==> config.mk <==
export PLATFORM = sky130hd
export DESIGN_NAME = oam_dma_ctrl
export DESIGN_NICKNAME = d
export VERILOG_FILES = /design/src/rtl/sm83_bus_pkg.sv /design/src/rtl/oam_dma_ctrl.sv
export SDC_FILE = /design/constraint.sdc
export NUM_CORES = 1
export LEC_CHECK = 0
export CORE_MARGIN = 2
export CORE_UTILIZATION = 44
export CTS_CLUSTER_SIZE = 24
export DETAILED_ROUTE_END_ITERATION = 8
export PLACE_DENSITY = 0.85
export SYNTH_ARGS = -nofsm -noshare
export SYNTH_HDL_FRONTEND = slang
export SYNTH_SLANG_ARGS = --single-unit
==> constraint.sdc <==
create_clock -name clk -period 3.9 [get_ports clk]
set_clock_uncertainty 0.15 [all_clocks]
set_input_delay 0.39 -clock clk [delete_from_list [all_inputs] [get_ports clk]]
set_output_delay 0.39 -clock clk [all_outputs]
set_load 0.01 [all_outputs]
==> src/rtl/sm83_bus_pkg.sv <==
// Shared definitions for the sm83 memory-bus glue: DMA state encoding,
// fixed register/region addresses and the echo-RAM source folding rule.
package sm83_bus_pkg;

  typedef enum logic [1:0] {
    ST_IDLE   = 2'd0,
    ST_START  = 2'd1,
    ST_ACTIVE = 2'd2,
    ST_DRAIN  = 2'd3
  } dma_state_t;

  localparam logic [15:0] DMA_REG_ADDR = 16'hFF46;
  localparam logic [15:0] HI_BASE      = 16'hFF00;
  localparam logic [7:0]  OAM_LEN      = 8'd160;
  localparam logic [7:0]  OAM_LAST     = OAM_LEN - 8'd1;
  localparam logic [7:0]  OPEN_BUS     = 8'hFF;
  localparam logic [7:0]  ECHO_PAGE    = 8'hE0;

  // Pages 0xE0..0xFF alias work RAM 0x20 pages lower.
  function automatic logic [7:0] dma_src_page(input logic [7:0] src);
    return (src >= ECHO_PAGE) ? (src - 8'h20) : src;
  endfunction

endpackage

==> src/rtl/oam_dma_ctrl.sv <==
// OAM DMA engine and single-port bus arbiter between the sm83 core and main
// memory; copies 160 bytes into OAM while fencing the CPU to 0xFF00-0xFFFF.
module oam_dma_ctrl
  import sm83_bus_pkg::*;
(
  input  logic        clk,
  input  logic        rst,
  input  logic [15:0] cpu_addr,
  input  logic [7:0]  cpu_d_out,
  input  logic        cpu_write,
  output logic [7:0]  cpu_d_in,
  output logic [15:0] mem_addr,
  output logic [7:0]  mem_d_out,
  output logic        mem_write,
  input  logic [7:0]  mem_d_in,
  output logic [7:0]  oam_addr,
  output logic [7:0]  oam_wdata,
  output logic        oam_we,
  output logic        dma_active
);

  dma_state_t state_q, state_d;
  logic [7:0] src_q, src_d;
  logic [7:0] idx_q, idx_d;
  logic       pend_vld_q, pend_vld_d;
  logic [7:0] pend_byte_q, pend_byte_d;
  logic [7:0] pend_idx_q, pend_idx_d;
  logic       dma_active_q, dma_active_d;

  logic reg_hit;
  logic cpu_hi;
  logic dma_busy;
  logic dma_rd;

  always_comb begin
    reg_hit  = (cpu_addr == DMA_REG_ADDR);
    cpu_hi   = (cpu_addr >= HI_BASE);
    dma_busy = (state_q == ST_ACTIVE) || (state_q == ST_DRAIN);
    // High-region CPU accesses win the port; the DMA read simply waits.
    dma_rd   = (state_q == ST_ACTIVE) && !cpu_hi;
  end

  always_comb begin
    mem_addr  = cpu_addr;
    mem_d_out = cpu_d_out;
    mem_write = cpu_write && !reg_hit;
    cpu_d_in  = mem_d_in;
    if (dma_rd) begin
      mem_addr  = {dma_src_page(src_q), idx_q};
      mem_write = 1'b0;
    end else if (dma_busy && !cpu_hi) begin
      mem_write = 1'b0;
    end
    if (reg_hit) begin
      cpu_d_in = src_q;
    end else if (dma_busy && !cpu_hi) begin
      cpu_d_in = OPEN_BUS;
    end
  end

  always_comb begin
    state_d     = state_q;
    src_d       = src_q;
    idx_d       = idx_q;
    pend_vld_d  = 1'b0;
    pend_byte_d = pend_byte_q;
    pend_idx_d  = pend_idx_q;
    case (state_q)
      ST_IDLE:  state_d = ST_IDLE;
      ST_START: state_d = ST_ACTIVE;
      ST_ACTIVE: begin
        if (dma_rd) begin
          pend_vld_d  = 1'b1;
          pend_byte_d = mem_d_in;
          pend_idx_d  = idx_q;
          idx_d       = idx_q + 8'd1;
          if (idx_q == OAM_LAST) state_d = ST_DRAIN;
        end
      end
      ST_DRAIN: state_d = ST_IDLE;
      default:  state_d = ST_IDLE;
    endcase
    // A register write restarts from any state; a pending OAM write still
    // drains this cycle because the outputs come from the pend flops.
    if (cpu_write && reg_hit) begin
      src_d   = cpu_d_out;
      idx_d   = 8'd0;
      state_d = ST_START;
    end
    dma_active_d = (state_d != ST_IDLE);
  end

  always_ff @(posedge clk or posedge rst) begin
    if (rst) begin
      state_q      <= ST_IDLE;
      src_q        <= 8'hFF;
      idx_q        <= 8'd0;
      pend_vld_q   <= 1'b0;
      dma_active_q <= 1'b0;
    end else begin
      state_q      <= state_d;
      src_q        <= src_d;
      idx_q        <= idx_d;
      pend_vld_q   <= pend_vld_d;
      dma_active_q <= dma_active_d;
    end
  end

  always_ff @(posedge clk) begin
    pend_byte_q <= pend_byte_d;
    pend_idx_q  <= pend_idx_d;
  end

  assign oam_we     = pend_vld_q;
  assign oam_addr   = pend_idx_q;
  assign oam_wdata  = pend_byte_q;
  assign dma_active = dma_active_q;

endmodule

==> results.md <==
- Commonest cells post-synth: edfxtp_1, mux2_2, dfrtp_1
- Area of the multi-input gates: 744 um^2
- # DRC: 0
- Hold buffers post-CTS: 0
- Filler cells: 292
- Vias per inst: 5.36
- Syn Nets: 190
- Post-synthesis mux area share: 0.121
- Num CTS Buffers: 5
- Yosys top cell area share: 0.259
- Clock root buffer: clkbuf_8
- Drt pass-1 iters: 4
- Fmax: 0.288 GHz
- Initial core utilization: 0.460
- Register area share after synthesis: 0.534
- H-tree depth: 2
- # port buffers: 85
- Vias in the first global route: 1361
- Post-Synth Adder-Cell Area: 0.0270
- Max-cap violations: 0
- Dpl cell area: 0.00269 mm^2
- Endpoints failing hold: 0
- Setup violators final: 0
- IO Count: 86
- GRT Util Overall: 0.200
- Clk pwr share: 0.385
- Final Cycle Share: 0.889
- Outcome: finished, final reports clean
- Reg power frac: 0.482
- Reg-to-Reg Start: state_q[0]
- HP Class: input pin to asynchronous set/reset pin
- Slew Limit Fails: 0
- Die area: 0.00475 mm^2
- P&R area growth vs syn: 51.1%
- Vias: 1521
- FFs w/ async S/R, synth: 0.556
- Dominant cell type by area after synthesis: edfxtp_1
- P_int: 655 uW
- CTS tree: yes
- Critical path startpoint: cpu_addr[0]
- Post-synthesis simple-gate area fraction: 0.138
- P per Cell Area: 293 mW/mm^2
- Post-route cell area: 0.00280 mm^2
- Number of synthesized flops with an enable pin: 16
- Reg2Reg Setup Slack: 1.86 ns
- Post-DRT Antenna Nets: 0
- Switching power total: 167 uW
- Die X: 68.9 um
- Drt wl/cell: 16.8 um
- Ys Warns: 0
- Worst-margin pin slew: 0.767 ns
- Setup CP Type: input pin to output pin
- Total Neg Setup Slack: 0 ns
- Worst-case reg-to-reg path depth: 5
- Top cells by area, synth: edfxtp_1, dfrtp_1, dfstp_2
- Main combinational cell family by area after synthesis: simple AND/OR/NAND/NOR gates
- Post-CTS sizing: 0
- Mean post-synth cell area: 12.3 um^2
- CP Capture Type: output pin
- Ant. Diodes: 0
- Drt total wl: 4770 um
- Core region area: 0.00403 mm^2
- Critical path fanouts, max: 9
- Final min period: 3.47 ns
- Sw Share: 0.203
- Nets@finish: 272
- Combinational share of power: 0.133
- Worst Setup EP: cpu_d_in[2]
- Compound-Gate Fraction of Synth Area: 0.0904
- Maximum clock insertion buffer count: 2
- Cell area after synthesis: 0.00185 mm^2
- Initial DRC Count: 122
- Clock-pin slew on the worst setup and hold paths: 0.07 ns
- Antenna violations before repair: 0
- Reg2reg end: oam_addr[7]
- Grt total ovfl: 0
- Std-Cell Rows: 23
- Ratio of cells with drive above 1 in the final layout: 0.154
- Worst skew pair latency: 0.29 ns
- DP Wirelength: 3650 um
- Yosys cell types: 33
- Top FF cell, synth: edfxtp_1
- GP Congestion: 0.852
- RSZ-0062 raised after global routing: no
- Synth Area in XOR/XNOR: 0.0236
- Reg area: 991 um^2
- First-pass GRT wire length: 6730 um
- Final core occ: 0.695
- Peak VDD IR: 177 uV
- Die Y: 68.9 um
- Most frequent cell after synthesis: edfxtp_1
- Clock sink count: 36
- CP startpoint kind: input pin
- CP arrival: 2.93 ns
- #FFs+latches synth: 36
- Pin count of the biggest net entering global routing: 25
- Pleak: 1.15 nW
- Slew headroom: 0.488
- Data required time of the worst path: 3.36 ns
- Worst hold slack: 0.377 ns
- Post-Synthesis Cells: 151
- Postcts setup bufs: 0
## cells by family (layout without fill, tap and decap cells)
logic type / Yosys count / count (layout)
adders and majority gates: 4 / 4
buffers and inverters: 19 / 102
and+or+nand+nor: 44 / 44
DFF: 36 / 36
muxes: 20 / 20
xor gates and xnor gates: 5 / 5
AOI/OAI and AO/OA: 23 / 23
## power by group through the flow
stage               clock, mW  combinational, mW  sequential [mW]
finish                  0.317              0.109            0.396
global route            0.337              0.116            0.396
CTS                     0.322              0.110            0.396
detailed placement          0              0.109            0.403
global placement            0              0.108            0.403
floorplan                   0             0.0348            0.403
## per-stage QoR
step                      cells  setup WS [ns]  power, mW
after floorplan             151           1.61      0.438
after global placement      276          0.492      0.511
after detailed placement    276          0.457      0.512
after CTS                   284          0.432      0.828
after global routing        284          0.383      0.849
final                       284          0.434      0.822
## metal layers
metal | part of all wire | global-route usage | wire [um]
met1 | 0.44 | 0.273 | 2080
met2 | 0.48 | 0.313 | 2290
met3 | 0.064 | 0.0455 | 306
met4 | 0.021 | 0.0735 | 99
met5 | 0 | 0 | 0
## placed cells by master (no fill, tap or decap), types with 3 or more instances in the layout
cell and count:
edfxtp_1 16, nand4_1 3, nand2_1 10, clkbuf_8 5, buf_4 3, o21ai_0 7
o211ai_1 3, nand3_1 7, ha_1 4, dfrtp_1 12, dfstp_2 8, xor2_1 5
nor2_1 10, clkdlybuf4s50_1 85, o22a_1 8, mux2_1 5, inv_1 6, mux2_2 14
## worst min-delay path by stage
stage / startpoint / end / slack (ns) / cells past startpoint
finish: rst / oam_we / 0.38 / 2
global route: idx_q[7] / oam_addr[7] / 0.40 / 0
CTS: idx_q[7] / oam_addr[7] / 0.38 / 0
detailed placement: idx_q[7] / oam_addr[7] / 0.36 / 0
global placement: idx_q[7] / oam_addr[7] / 0.36 / 0
floorplan: rst / dma_active / 0.20 / 1
## critical path, stage by stage
cell	delay, ns
clkdlybuf4s50_1	0.43
or4b_1	0.53
or4_1	0.62
o21ai_4	0.21
o22a_1	0.20
clkdlybuf4s50_1	0.53
## state kept, by name (all words and copies together), names as in the netlist
register	count
idx_q	8
oam_addr	8
oam_wdata	8
src_q	8
state_q	2
dma_active	1
oam_we	1
## area by class of cell
type | instances | share of cell area
multi-input cells | 96 | 0.266
clock buffers | 6 | 0.0259
inverters | 6 | 0.00804
clock inverters | 2 | 0.0125
well taps | 50 | 0.0223
flip-flops and latches | 36 | 0.354
repair buffers | 88 | 0.312
(Power assumes the default switching activity.)
